$ cat src/rtl/counter_cmd_sequencer.sv
// counter_cmd_sequencer: drives en/set/up of an up/down counter from LOAD / COUNT / NOP
// commands and reports completion, captured value and overflow. Optional macro: CNT_SEQ_CMD_FIFO_EN.
module counter_cmd_sequencer #(
    parameter int WIDTH       = 8,
    parameter int STEP_W      = 8,
    parameter bit STOP_ON_OVF = 1'b1
) (
    input  logic             clk_in,
    input  logic             rst_in,
    input  logic             cmd_valid_in,
    output logic             cmd_ready_out,
    input  logic [1:0]       cmd_op_in,
    input  logic [WIDTH-1:0] cmd_data_in,
    output logic             en_ctrl_out,
    output logic             set_ctrl_out,
    output logic             up_ctrl_out,
    output logic [WIDTH-1:0] counter_load_out,
    input  logic [WIDTH-1:0] counter_val_in,
    input  logic             ovf_in,
    output logic             done_out,
    output logic             ovf_flag_out,
    output logic [WIDTH-1:0] result_out
);

    localparam logic [1:0] OP_LOAD = 2'b00;
    localparam logic [1:0] OP_UP   = 2'b01;
    localparam logic [1:0] OP_DOWN = 2'b10;

    typedef enum logic [1:0] {
        S_IDLE = 2'b00,
        S_LOAD = 2'b01,
        S_RUN  = 2'b10,
        S_DONE = 2'b11
    } state_t;

    state_t              state;
    state_t              state_nxt;
    logic [STEP_W-1:0]   remaining;
    logic                ovf_seen;
    logic                up_dir;
    logic [WIDTH-1:0]    load_val;
    logic [WIDTH-1:0]    result_hold;
    logic                ovf_hold;

    // Command presented to the FSM this cycle (from the port or from the FIFO head).
    logic                go;
    logic [1:0]          go_op;
    logic [WIDTH-1:0]    go_data;
    logic [STEP_W-1:0]   go_steps;
    logic                go_is_count;

    assign go_steps    = go_data[STEP_W-1:0];
    assign go_is_count = (go_op == OP_UP) || (go_op == OP_DOWN);

`ifdef CNT_SEQ_CMD_FIFO_EN
    logic [1:0]       fifo_op   [2];
    logic [WIDTH-1:0] fifo_data [2];
    logic             wr_ptr;
    logic             rd_ptr;
    logic [1:0]       fifo_cnt;
    logic             push;
    logic             pop;

    // A full FIFO still accepts when the FSM drains an entry in the same cycle.
    assign pop           = (state == S_IDLE) && (fifo_cnt != 2'd0);
    assign cmd_ready_out = !rst_in && ((fifo_cnt != 2'd2) || pop);
    assign push          = cmd_valid_in && cmd_ready_out;
    assign go            = pop;
    assign go_op         = fifo_op[rd_ptr];
    assign go_data       = fifo_data[rd_ptr];

    always_ff @(posedge clk_in) begin
        if (rst_in) begin
            wr_ptr   <= 1'b0;
            rd_ptr   <= 1'b0;
            fifo_cnt <= 2'd0;
        end else begin
            if (push) wr_ptr <= ~wr_ptr;
            if (pop)  rd_ptr <= ~rd_ptr;
            case ({push, pop})
                2'b10:   fifo_cnt <= fifo_cnt + 2'd1;
                2'b01:   fifo_cnt <= fifo_cnt - 2'd1;
                default: fifo_cnt <= fifo_cnt;
            endcase
        end
    end

    always_ff @(posedge clk_in) begin
        if (push) begin
            fifo_op[wr_ptr]   <= cmd_op_in;
            fifo_data[wr_ptr] <= cmd_data_in;
        end
    end
`else
    assign cmd_ready_out = !rst_in && (state == S_IDLE);
    assign go            = cmd_valid_in && cmd_ready_out;
    assign go_op         = cmd_op_in;
    assign go_data       = cmd_data_in;
`endif

    always_ff @(posedge clk_in) begin
        if (rst_in) begin
            state <= S_IDLE;
        end else begin
            state <= state_nxt;
        end
    end

    always_comb begin
        state_nxt        = state;
        en_ctrl_out      = 1'b0;
        set_ctrl_out     = 1'b0;
        done_out         = 1'b0;
        up_ctrl_out      = up_dir;
        counter_load_out = load_val;
        result_out       = result_hold;
        ovf_flag_out     = ovf_hold;
        case (state)
            S_IDLE: begin
                if (go) begin
                    if (go_op == OP_LOAD) begin
                        state_nxt = S_LOAD;
                    end else if (go_is_count && (go_steps != '0)) begin
                        state_nxt = S_RUN;
                    end else begin
                        state_nxt = S_DONE;
                    end
                end
            end
            S_LOAD: begin
                set_ctrl_out = 1'b1;
                state_nxt    = S_DONE;
            end
            S_RUN: begin
                en_ctrl_out = 1'b1;
                // An overflow seen while enabled ends the run right after this cycle.
                if ((STOP_ON_OVF && ovf_in) || (remaining == STEP_W'(1))) begin
                    state_nxt = S_DONE;
                end
            end
            S_DONE: begin
                done_out     = 1'b1;
                result_out   = counter_val_in;
                ovf_flag_out = ovf_seen;
                state_nxt    = S_IDLE;
            end
            default: state_nxt = S_IDLE;
        endcase
    end

    always_ff @(posedge clk_in) begin
        if (rst_in) begin
            remaining   <= '0;
            ovf_seen    <= 1'b0;
            up_dir      <= 1'b0;
            load_val    <= '0;
            result_hold <= '0;
            ovf_hold    <= 1'b0;
        end else begin
            case (state)
                S_IDLE: begin
                    ovf_seen <= 1'b0;
                    if (go) begin
                        remaining <= go_steps;
                        if (go_op == OP_LOAD) begin
                            load_val <= go_data;
                        end
                        // Direction only changes when a run will actually start.
                        if (go_is_count && (go_steps != '0)) begin
                            up_dir <= (go_op == OP_UP);
                        end
                    end
                end
                S_RUN: begin
                    remaining <= remaining - STEP_W'(1);
                    if (ovf_in) begin
                        ovf_seen <= 1'b1;
                    end
                end
                S_DONE: begin
                    result_hold <= counter_val_in;
                    ovf_hold    <= ovf_seen;
                end
                default: begin
                end
            endcase
        end
    end

endmodule

$ cat config.mk
export PLATFORM = sky130hd
export DESIGN_NAME = counter_cmd_sequencer
export DESIGN_NICKNAME = d
export VERILOG_FILES = /design/src/rtl/counter_cmd_sequencer.sv
export SDC_FILE = /design/constraint.sdc
export NUM_CORES = 1
export LEC_CHECK = 0
export BUFFER_PORTS_ARGS = -buffer_cell sky130_fd_sc_hd__buf_2
export CELL_PAD_IN_SITES_DETAIL_PLACEMENT = 1
export CELL_PAD_IN_SITES_GLOBAL_PLACEMENT = 1
export CORE_MARGIN = 3
export CORE_UTILIZATION = 37
export CTS_CLUSTER_DIAMETER = 30
export DETAILED_ROUTE_END_ITERATION = 16
export HOLD_SLACK_MARGIN = 0.03
export PLACE_DENSITY = 0.87
export SYNTH_ARGS = -nofsm -noshare
export SYNTH_HDL_FRONTEND = slang
export SYNTH_SLANG_ARGS = --single-unit
$ cat constraint.sdc
create_clock -name clk_in -period 1.9 [get_ports clk_in]
set_clock_uncertainty 0.1 [all_clocks]
set_input_delay 0.095 -clock clk_in [delete_from_list [all_inputs] [get_ports clk_in]]
set_output_delay 0.095 -clock clk_in [all_outputs]
set_load 0.005 [all_outputs]
==> out/results.tsv, run 1 <==
stage	metric	value	unit
timing	max_slew_margin	63.2	%
power	peakVddDrop	0.000644	V
layout	multi_input_area	875	um2
drt	wl	4330	um
cts	post-cts-setup-buffer-count	0	
cts	clockBufferDepth	2	
cts	cts_tree	done	
timing	fin_hold_ws	0.0610	ns
global_route	overflow	0	
drt	antenna_left	0	
layout	num-fill-cells	474	
cts	clock-root-buffer	clkbuf_8	
yosys	synth-seq-area-share	38.8	%
placed_design	hpwl	3220	um
floorplanning	start_util	39.6	%
power	p_total	2.41	mW
yosys	ys_ff_latch	29	
global_route	grt_pass1_wl	7050	um
yosys	synthTopCellsByArea	dfxtp_1, ha_1, a21oi_1, mux2_2, nand2_1	
timing	slew_violations	0	
timing	hold_violations	0	
yosys	synth_ff_type	dfxtp_1	
layout	regArea	582	um2
floorplanning	io_pins	44	
layout	fin_util	52.9	%
layout	drive_above_1_share	31.9	%
layout	synthToLayoutAreaGrowth	33.4	%
layout	final_nets	266	
floorplanning	die_x	69.6	um
drt	vias	1496	
yosys	synthCells	178	
layout	antenna_cells	0	
power	power.density	1210	nW/um2
floorplanning	num_rows	22	
worst_setup_path	critical_path_arrival	1.93	ns
timing	setup_viol	0	
drt	drt_pass1_iterations	4	
global_route	grt_pass1_vias	1545	
drt	wl_per_cell	15.3	um
yosys	synth_edf_count	0	
global_route	antenna_found_initial	0	
worst_setup_path	cp_max_fo	3	
global_route	grt_max_degree	19	
yosys	yosys.cell_count.top_type	dfxtp_1	
yosys	async_reset_ff_share	0	%
placed_design	io_buffers	43	
drt	drc_errors	0	
timing	max_freq	0.553	GHz
worst_setup_path	required	2.02	ns
cts	clock_latency	0.29	ns
power	p_leak	0.871	nW
floorplanning	die_area	4840	um2
placed_design	gp_congestion	0.875	
yosys	avgSynthCellArea	8.40	um2
global_route	track_usage	18.5	%
worst_setup_path	critPathLaunchType	primary input	
yosys	netlist_area	1500	um2
cts	htreeDepth	2	
cts	cts-buffers-inserted	5	
placed_design	place_area	1790	um2
yosys	yosysWarnings	0	
timing	fin_crit_sh	95.2	%
flow_run	drv_cap	0	
worst_setup_path	critPathKind	primary input to flop	
timing	finalWorstPathRequiredPeriod	1.81	ns
floorplanning	core	3770	um2
worst_setup_path	endpoint_kind	flop	
floorplanning	die_h	69.6	um
yosys	yosysTopAreaCell	dfxtp_1	
hold_path	min_path_type	primary input to flop	
drt	routed_via_density	5.29	
yosys	syn-num-nets	209	
yosys	ys_types	35	
cts	clock-sinks	29	
yosys	synth_top_area_share	38.8	%
drt	drt_iter0_drc	40	
cts	path_clk_slew	0.06	ns
layout	finalInstanceArea	1990	um2
timing	worstMarginPinSlew	0.548	ns
outcome	status	completed	
yosys	synth_common_cells	dfxtp_1, nand2_1, a21oi_1	
## through the flow
| stage | TNS (ns) | std cells | setup slack (ns) |
|---|---|---|---|
| detailed placement | 0 | 267 | 0.00559 |
| global placement | 0 | 267 | 0.117 |
| global route | -0.00575 | 283 | -0.00575 |
| finish | 0 | 283 | 0.0921 |
| floorplan | 0 | 178 | 0.124 |
| CTS | 0 | 283 | 0.00255 |
## critical path, stage by stage
cell,delay [ns]
dlygate4sd3_1,0.53
buf_2,0.15
nor4_2,0.29
buf_4,0.17
a21oi_1,0.07
or4_1,0.49
a21oi_1,0.13
## worst paths after layout
kind	start	endpoint	slack (ns)	depth (start not counted)
setup reg to reg	state[1]	remaining[4]	0.12	6
hold / removal	counter_val_in[6]	result_hold[6]	0.06	3
setup / recovery	cmd_data_in[7]	state[0]	0.09	7
hold reg to reg	counter_load_out[3]	counter_load_out[3]	0.36	2
## cell families after synthesis
kind of cell	share of synthesized area, %
fa+ha+maj	7.53
flops	38.8
mux	7.45
buf+inv	4.69
compound gates	19.0
simple gates	22.5
## layer usage
metal  GRT usage, %  part of all wire, %  up-vias
met1           22.0                   45      713
li1               -                    -      738
met2           30.4                   48       37
met5              0                    0        -
met4           10.4                  2.2        0
met3           4.35                  5.0        8
## cell usage in the layout (no fill, tap or decap), drive strengths merged, types with 2 or more instances in the layout
master,n
nor2b,9
clkbuf,7
o22ai,2
o211ai,2
mux2,9
and2,9
o31a,2
a311oi,3
nand3,3
nor3,2
o21ai,7
dlygate4sd3,9
nand2,25
ha,9
dfxtp,29
nor2,7
inv,9
nor4,4
a21oi,22
buf,50
and3,3
## cell type report
| cell class | count | area share (%) |
|---|---|---|
| inverter | 9 | 1.69 |
| sequential | 29 | 29.2 |
| timing repair buffer | 59 | 17.9 |
| tap | 48 | 3.01 |
| clock buffer | 7 | 4.33 |
| multi-input combinational | 131 | 43.9 |
## power breakdown
part | leakage [nW] | switching, mW | internal (mW) | total, mW
Combinational | 0.591 | 0.599 | 0.497 | 1.10
Clock | 0.0443 | 0.230 | 0.287 | 0.517
Sequential | 0.236 | 0.0894 | 0.704 | 0.793
Total | 0.871 | 0.918 | 1.49 | 2.41
## what timing repair did
action                                 CTS  global route
gates resized for setup                  0             8
setup endpoints to repair                0            18
hold buffers                             9             0
endpoints found under the hold margin    9             0
## state kept, by name, indices dropped and copies added (netlist names)
register,count
counter_load_out,8
remaining,8
result_hold,8
state,2
ovf_hold,1
ovf_seen,1
up_ctrl_out,1
Power figures use the tool's default switching activity.
==> run 2: changes to the inputs <==
Settings changed: RECOVER_POWER from default to 50.
==> run 2 against run 1 <==
Net effect:
- flip-flop and latch count is the same
- count of clock-buffer cells in the layout unchanged
- first-iteration DRC count unchanged
- die area unchanged
- non-clock buffer count unchanged
- combinational power is essentially flat
- fmax is essentially flat
- cell count is the same
- critical path depth is the same
- wire length grew 0.14%
- final area fell by 0.31%
- critical path type unchanged
- critical endpoint unchanged
- largest power group unchanged
==> out/results.tsv, run 2 (synthesized netlist as in run 1, its figures left out) <==
stage	metric	value	unit	change
layout	layout_commonest_cell	buf_2		unchanged
flow_run	drv_cap	0		unchanged
power	p_total	2.40	mW	was 2.41 mW
power	p_leak	0.849	nW	was 0.871 nW
layout	final_nets	266		unchanged
worst_setup_path	r2r_cells	6		unchanged
worst_setup_path	crit_path_frequent_cell	a21oi_1		unchanged
power	peakVddDrop	0.000644	V	about the same
worst_setup_path	reg2reg_to	remaining[4]		unchanged
floorplanning	io_pins	44		unchanged
cts	clock-sinks	29		unchanged
worst_setup_path	endpoint_kind	flop		unchanged
global_route	antenna_found_initial	0		unchanged
timing	hold_violations	0		unchanged
timing	max_slew_margin	63.2	%	about the same
placed_design	gp_congestion	0.875		unchanged
drt	drt_pass1_iterations	4		unchanged
layout	final_cell_mix	buf_2, dfxtp_1, nand2_1, a21oi_1		unchanged
worst_setup_path	critPathLaunchType	primary input		unchanged
worst_setup_path	cp_slowest_cell	dlygate4sd3_1		unchanged
cts	cts_tree	done		unchanged
floorplanning	start_util	39.6	%	unchanged
global_route	overflow	0		unchanged
worst_setup_path	regToRegSetupSlack	0.12	ns	about the same
cts	clockBufferDepth	2		unchanged
drt	antenna_left	0		unchanged
worst_setup_path	cp_cell_sequence	dlygate4sd3_1 -> buf_2 -> nor4_2 -> buf_4 -> a21oi_1 -> or4_1 -> a21oi_1		unchanged
drt	drc_errors	0		unchanged
timing	finalWorstPathRequiredPeriod	1.81	ns	about the same
hold_path	min_path_type	primary input to flop		unchanged
drt	drt_iter0_drc	40		unchanged
global_route	grt_pass1_vias	1545		unchanged
layout	synthToLayoutAreaGrowth	33.0	%	was 33.4%
worst_setup_path	critical_path_arrival	1.93	ns	about the same
timing	fin_hold_ws	0.0611	ns	was 0.0610 ns
hold_path	whs_path_depth	3		unchanged
worst_setup_path	critPathKind	primary input to flop		unchanged
drt	vias	1493		was 1496
floorplanning	core	3770	um2	unchanged
drt	routed_via_density	5.28		was 5.29
floorplanning	num_rows	22		unchanged
floorplanning	die_x	69.6	um	unchanged
worst_setup_path	cp-endpoint	state[0]		unchanged
worst_setup_path	cp_max_fo	3		unchanged
timing	max_freq	0.553	GHz	about the same
worst_setup_path	slowest_delay	0.53	ns	about the same
global_route	grt_max_degree	19		unchanged
worst_setup_path	required	2.02	ns	about the same
drt	wl_per_cell	15.3	um	about the same
worst_setup_path	r2r_start	state[1]		unchanged
placed_design	io_buffers	43		unchanged
layout	final_cell_count_no_fill	283		unchanged
layout	antenna_cells	0		unchanged
timing	worstMarginPinSlew	0.548	ns	about the same
layout	drive_above_1_share	29.8	%	was 31.9%
power	power.density	1210	nW/um2	about the same
worst_setup_path	worst_setup_path_startpoint	cmd_data_in[7]		unchanged
cts	path_clk_slew	0.06	ns	about the same
cts	clock-root-buffer	clkbuf_8		unchanged
timing	setup_viol	0		unchanged
cts	htreeDepth	2		unchanged
global_route	track_usage	18.5	%	unchanged
placed_design	hpwl	3220	um	unchanged
outcome	status	completed		unchanged
floorplanning	die_area	4840	um2	unchanged
layout	num-fill-cells	477		was 474
timing	slew_violations	0		unchanged
global_route	grt_pass1_wl	7050	um	unchanged
placed_design	placed_cells	267		unchanged
timing	fin_crit_sh	95.2	%	about the same
floorplanning	die_h	69.6	um	unchanged
layout	regArea	582	um2	unchanged
cts	cts-buffers-inserted	5		unchanged
drt	wl	4330	um	about the same
cts	clock_latency	0.29	ns	about the same
layout	multi_input_area	875	um2	unchanged
## run 2: worst min path at each step
stage	start	to	slack (ns)
final	counter_val_in[6]	result_hold[6]	0.06
after global routing	counter_val_in[4]	result_hold[4]	0.06
after CTS	counter_val_in[6]	result_hold[6]	0.05
after detailed placement	cmd_data_in[6]	counter_load_out[6]	0.27
after global placement	cmd_data_in[6]	counter_load_out[6]	0.27
after floorplan	cmd_data_in[0]	counter_load_out[0]	0.13
## run 2: per-stage QoR
step | cell area [um2] | utilization [%] | setup WS [ns] | setup TNS [ns]
2_1_floorplan | 1500 | - | 0.124 | 0
3_3_place_gp | 1790 | 47.4 | 0.117 | 0
3_5_place_dp | 1790 | 47.4 | 0.00559 | 0
4_1_cts | 1960 | 52.1 | 0.00255 | 0
5_1_grt | 1990 | 52.7 | -0.00575 | -0.00575
6_report | 1990 | 52.7 | 0.0920 | 0
## run 2: what timing repair did
item | in CTS | in global routing
endpoints found under the setup margin | 0 | 18
gates resized for setup | 0 | 8
buffers inserted | 0 | 0
endpoints found under the hold margin | 9 | 0
hold buffers | 9 | 0
## run 2: area by class of cell
type,instances,area share (%)
Multi-Input combinational cell,131,44.0
Sequential cell,29,29.3
Timing Repair Buffer,59,17.7
Clock buffer,7,4.34
Tap cell,48,3.02
Inverter,9,1.70
## run 2: power by group
group | switching [mW] | leakage [nW] | internal [mW]
clock | 0.230 | 0.0443 | 0.287
sequential | 0.0895 | 0.236 | 0.704
combinational | 0.599 | 0.569 | 0.494
total | 0.918 | 0.849 | 1.48
## run 2: metal layers
layer,track usage [%],up-vias,part of all wire (%)
met5,0,-,0
li1,-,738,-
met1,22.0,710,45
met2,30.4,37,48
met3,4.35,8,5.1
met4,10.4,0,2.2
## run 2: worst max-delay path, delay by kind of cell
family	cells	cell delay [ns]
buffers and inverters	3	0.85
AOI/OAI and AO/OA	2	0.20
and+or+nand+nor	2	0.78
==> run 3: changes to the inputs <==
Settings changed: MAX_ROUTING_LAYER from default to met4.
==> run 3 against run 2 <==
Net effect:
- final area is the same
- sequential share of layout area did not move
- worst setup slack worse by 0.021 ns
- cell count is the same
- critical endpoint unchanged
- largest cell class unchanged
==> out/results.tsv, run 3 (synthesized netlist as in run 1, its figures left out) <==
stage	metric	value	unit	change
floorplanning	die_h	69.6	um	unchanged
worst_setup_path	endpoint_kind	flop		unchanged
worst_setup_path	path_depth	7		unchanged
layout	final_nets	266		unchanged
placed_design	place_area	1790	um2	unchanged
worst_setup_path	cp_slowest_cell	dlygate4sd3_1		unchanged
power	power_switching	0.915	mW	was 0.918 mW
layout	fin_util	52.7	%	unchanged
timing	setup_viol	0		unchanged
placed_design	placed_cells	267		unchanged
power	p_leak	0.849	nW	unchanged
cts	path_clk_slew	0.06	ns	about the same
layout	drive_above_1_share	29.8	%	unchanged
layout	final_cell_count_no_fill	283		unchanged
worst_setup_path	critical-path-top-delay-family	buffers and inverters		unchanged
cts	cts-buffers-inserted	5		unchanged
timing	hold_violations	0		unchanged
layout	final_cell_mix	buf_2, dfxtp_1, nand2_1, a21oi_1		unchanged
power	share_comb_of_total_power	45.3	%	was 45.5%
global_route	track_usage	19.0	%	was 18.5%
power	netSwitchingFraction	38.2	%	about the same
global_route	overflow	0		unchanged
cts	htreeDepth	2		unchanged
drt	drc_errors	0		unchanged
cts	clock-sinks	29		unchanged
drt	drt_pass1_iterations	4		unchanged
placed_design	io_buffers	43		unchanged
floorplanning	start_util	39.6	%	unchanged
worst_setup_path	critPathKind	primary input to flop		unchanged
worst_setup_path	r2r_cells	6		unchanged
floorplanning	die_area	4840	um2	unchanged
floorplanning	core	3770	um2	unchanged
layout	antenna_cells	0		unchanged
power	p_total	2.40	mW	about the same
timing	finalWorstPathRequiredPeriod	1.83	ns	was 1.81 ns
worst_setup_path	cp_max_fo	3		unchanged
cts	clock_latency	0.29	ns	about the same
timing	fin_crit_sh	96.3	%	was 95.2%
global_route	grt_pass1_wl	7040	um	was 7050 um
layout	finalInstanceArea	1990	um2	unchanged
timing	tns	0	ns	unchanged
floorplanning	num_rows	22		unchanged
worst_setup_path	critical_path_arrival	1.95	ns	was 1.93 ns
global_route	grt_pass1_vias	1543		was 1545
flow_run	drv_cap	0		unchanged
layout	synthToLayoutAreaGrowth	33.0	%	unchanged
global_route	antenna_found_initial	0		unchanged
worst_setup_path	slowest_delay	0.53	ns	about the same
worst_setup_path	critPathLaunchType	primary input		unchanged
worst_setup_path	regToRegSetupSlack	0.11	ns	was 0.12 ns
layout	layout_commonest_cell	buf_2		unchanged
hold_path	hold_end	result_hold[4]		was result_hold[6]
power	peakVddDrop	0.000643	V	was 0.000644 V
placed_design	hpwl	3220	um	unchanged
drt	antenna_left	0		unchanged
worst_setup_path	worst-path-buf-inv	3		unchanged
placed_design	gp_congestion	0.889		was 0.875
cts	cts_tree	done		unchanged
power	intPower	1.48	mW	about the same
timing	slew_violations	0		unchanged
floorplanning	io_pins	44		unchanged
hold_path	whs_path_depth	3		unchanged
power	power_frac_clock	21.7	%	was 21.5%
worst_setup_path	crit_path_frequent_cell	a21oi_1		unchanged
worst_setup_path	r2r_start	state[1]		unchanged
power	power.density	1210	nW/um2	about the same
worst_setup_path	cp_cell_sequence	dlygate4sd3_1 -> buf_2 -> nor4_2 -> buf_4 -> a21oi_1 -> or4_1 -> a21oi_1		unchanged
floorplanning	die_x	69.6	um	unchanged
drt	vias	1473		was 1493
timing	worstMarginPinSlew	0.554	ns	was 0.548 ns
hold_path	min-delay-start	counter_val_in[4]		was counter_val_in[6]
layout	num-fill-cells	477		unchanged
power	p_seq_share	33.1	%	was 33.0%
cts	post-cts-setup-buffer-count	0		unchanged
outcome	status	completed		unchanged
hold_path	min_path_type	primary input to flop		unchanged
timing	max_freq	0.547	GHz	was 0.553 GHz
worst_setup_path	reg2reg_to	remaining[4]		unchanged
global_route	grt_max_degree	19		unchanged
cts	clock-root-buffer	clkbuf_8		unchanged
drt	routed_via_density	5.20		was 5.28
timing	max_slew_margin	62.8	%	was 63.2%
worst_setup_path	required	2.02	ns	about the same
drt	wl	4310	um	was 4330 um
cts	clockBufferDepth	2		unchanged
drt	wl_per_cell	15.2	um	was 15.3 um
drt	drt_iter0_drc	71		was 40
run 3: worst max-delay path by stage:
stage                              start       endpoint  slack (ns)
after CTS                       state[1]  result_out[2]       0.003
after global routing            state[1]   remaining[7]      -0.006
after detailed placement        state[0]   remaining[4]       0.006
after global placement          state[0]   remaining[4]        0.12
final                     cmd_data_in[7]       state[0]        0.07
after floorplan                 state[0]       state[0]        0.12
run 3: worst min-delay path: stages:
cell and delay [ns]:
buf_2 0.07, mux2_2 0.14, and2_1 0.11
run 3: final cells by class:
class,count,area (um2),area share [%]
Multi-Input combinational cell,131,875,44.0
Sequential cell,29,582,29.3
Timing Repair Buffer,59,352,17.7
Clock buffer,7,86.3,4.34
Tap cell,48,60.1,3.02
Inverter,9,33.8,1.70
run 3: routing by layer:
layer,global-route usage (%),share of wire [%],vias to the layer above
met5,-,0,-
met1,21.9,45,700
met3,4.35,4.3,8
li1,-,-,735
met4,10.4,2.4,0
met2,30.5,48,30
run 3: what timing repair did:
action                                  4_1_cts  5_1_grt
hold buffers                                  9        0
endpoints found under the setup margin        0       18
resized for setup                             0        8
hold endpoints to repair                      9        0
run 3: metrics by stage:
stage / hold slack, ns / setup WS (ns)
after global placement: 0.270 / 0.117
final: 0.0606 / 0.0709
after CTS: 0.0524 / 0.00255
after global routing: 0.0645 / -0.00575
after detailed placement: 0.274 / 0.00559
after floorplan: 0.131 / 0.124
run 3: power by group through the flow:
stage	combinational, mW	clock, mW	sequential [mW]
after global placement	1.00	0	0.793
after CTS	1.05	0.535	0.788
after floorplan	0.698	0	0.781
after global routing	1.22	0.566	0.808
after detailed placement	1.03	0	0.800
final	1.09	0.519	0.793
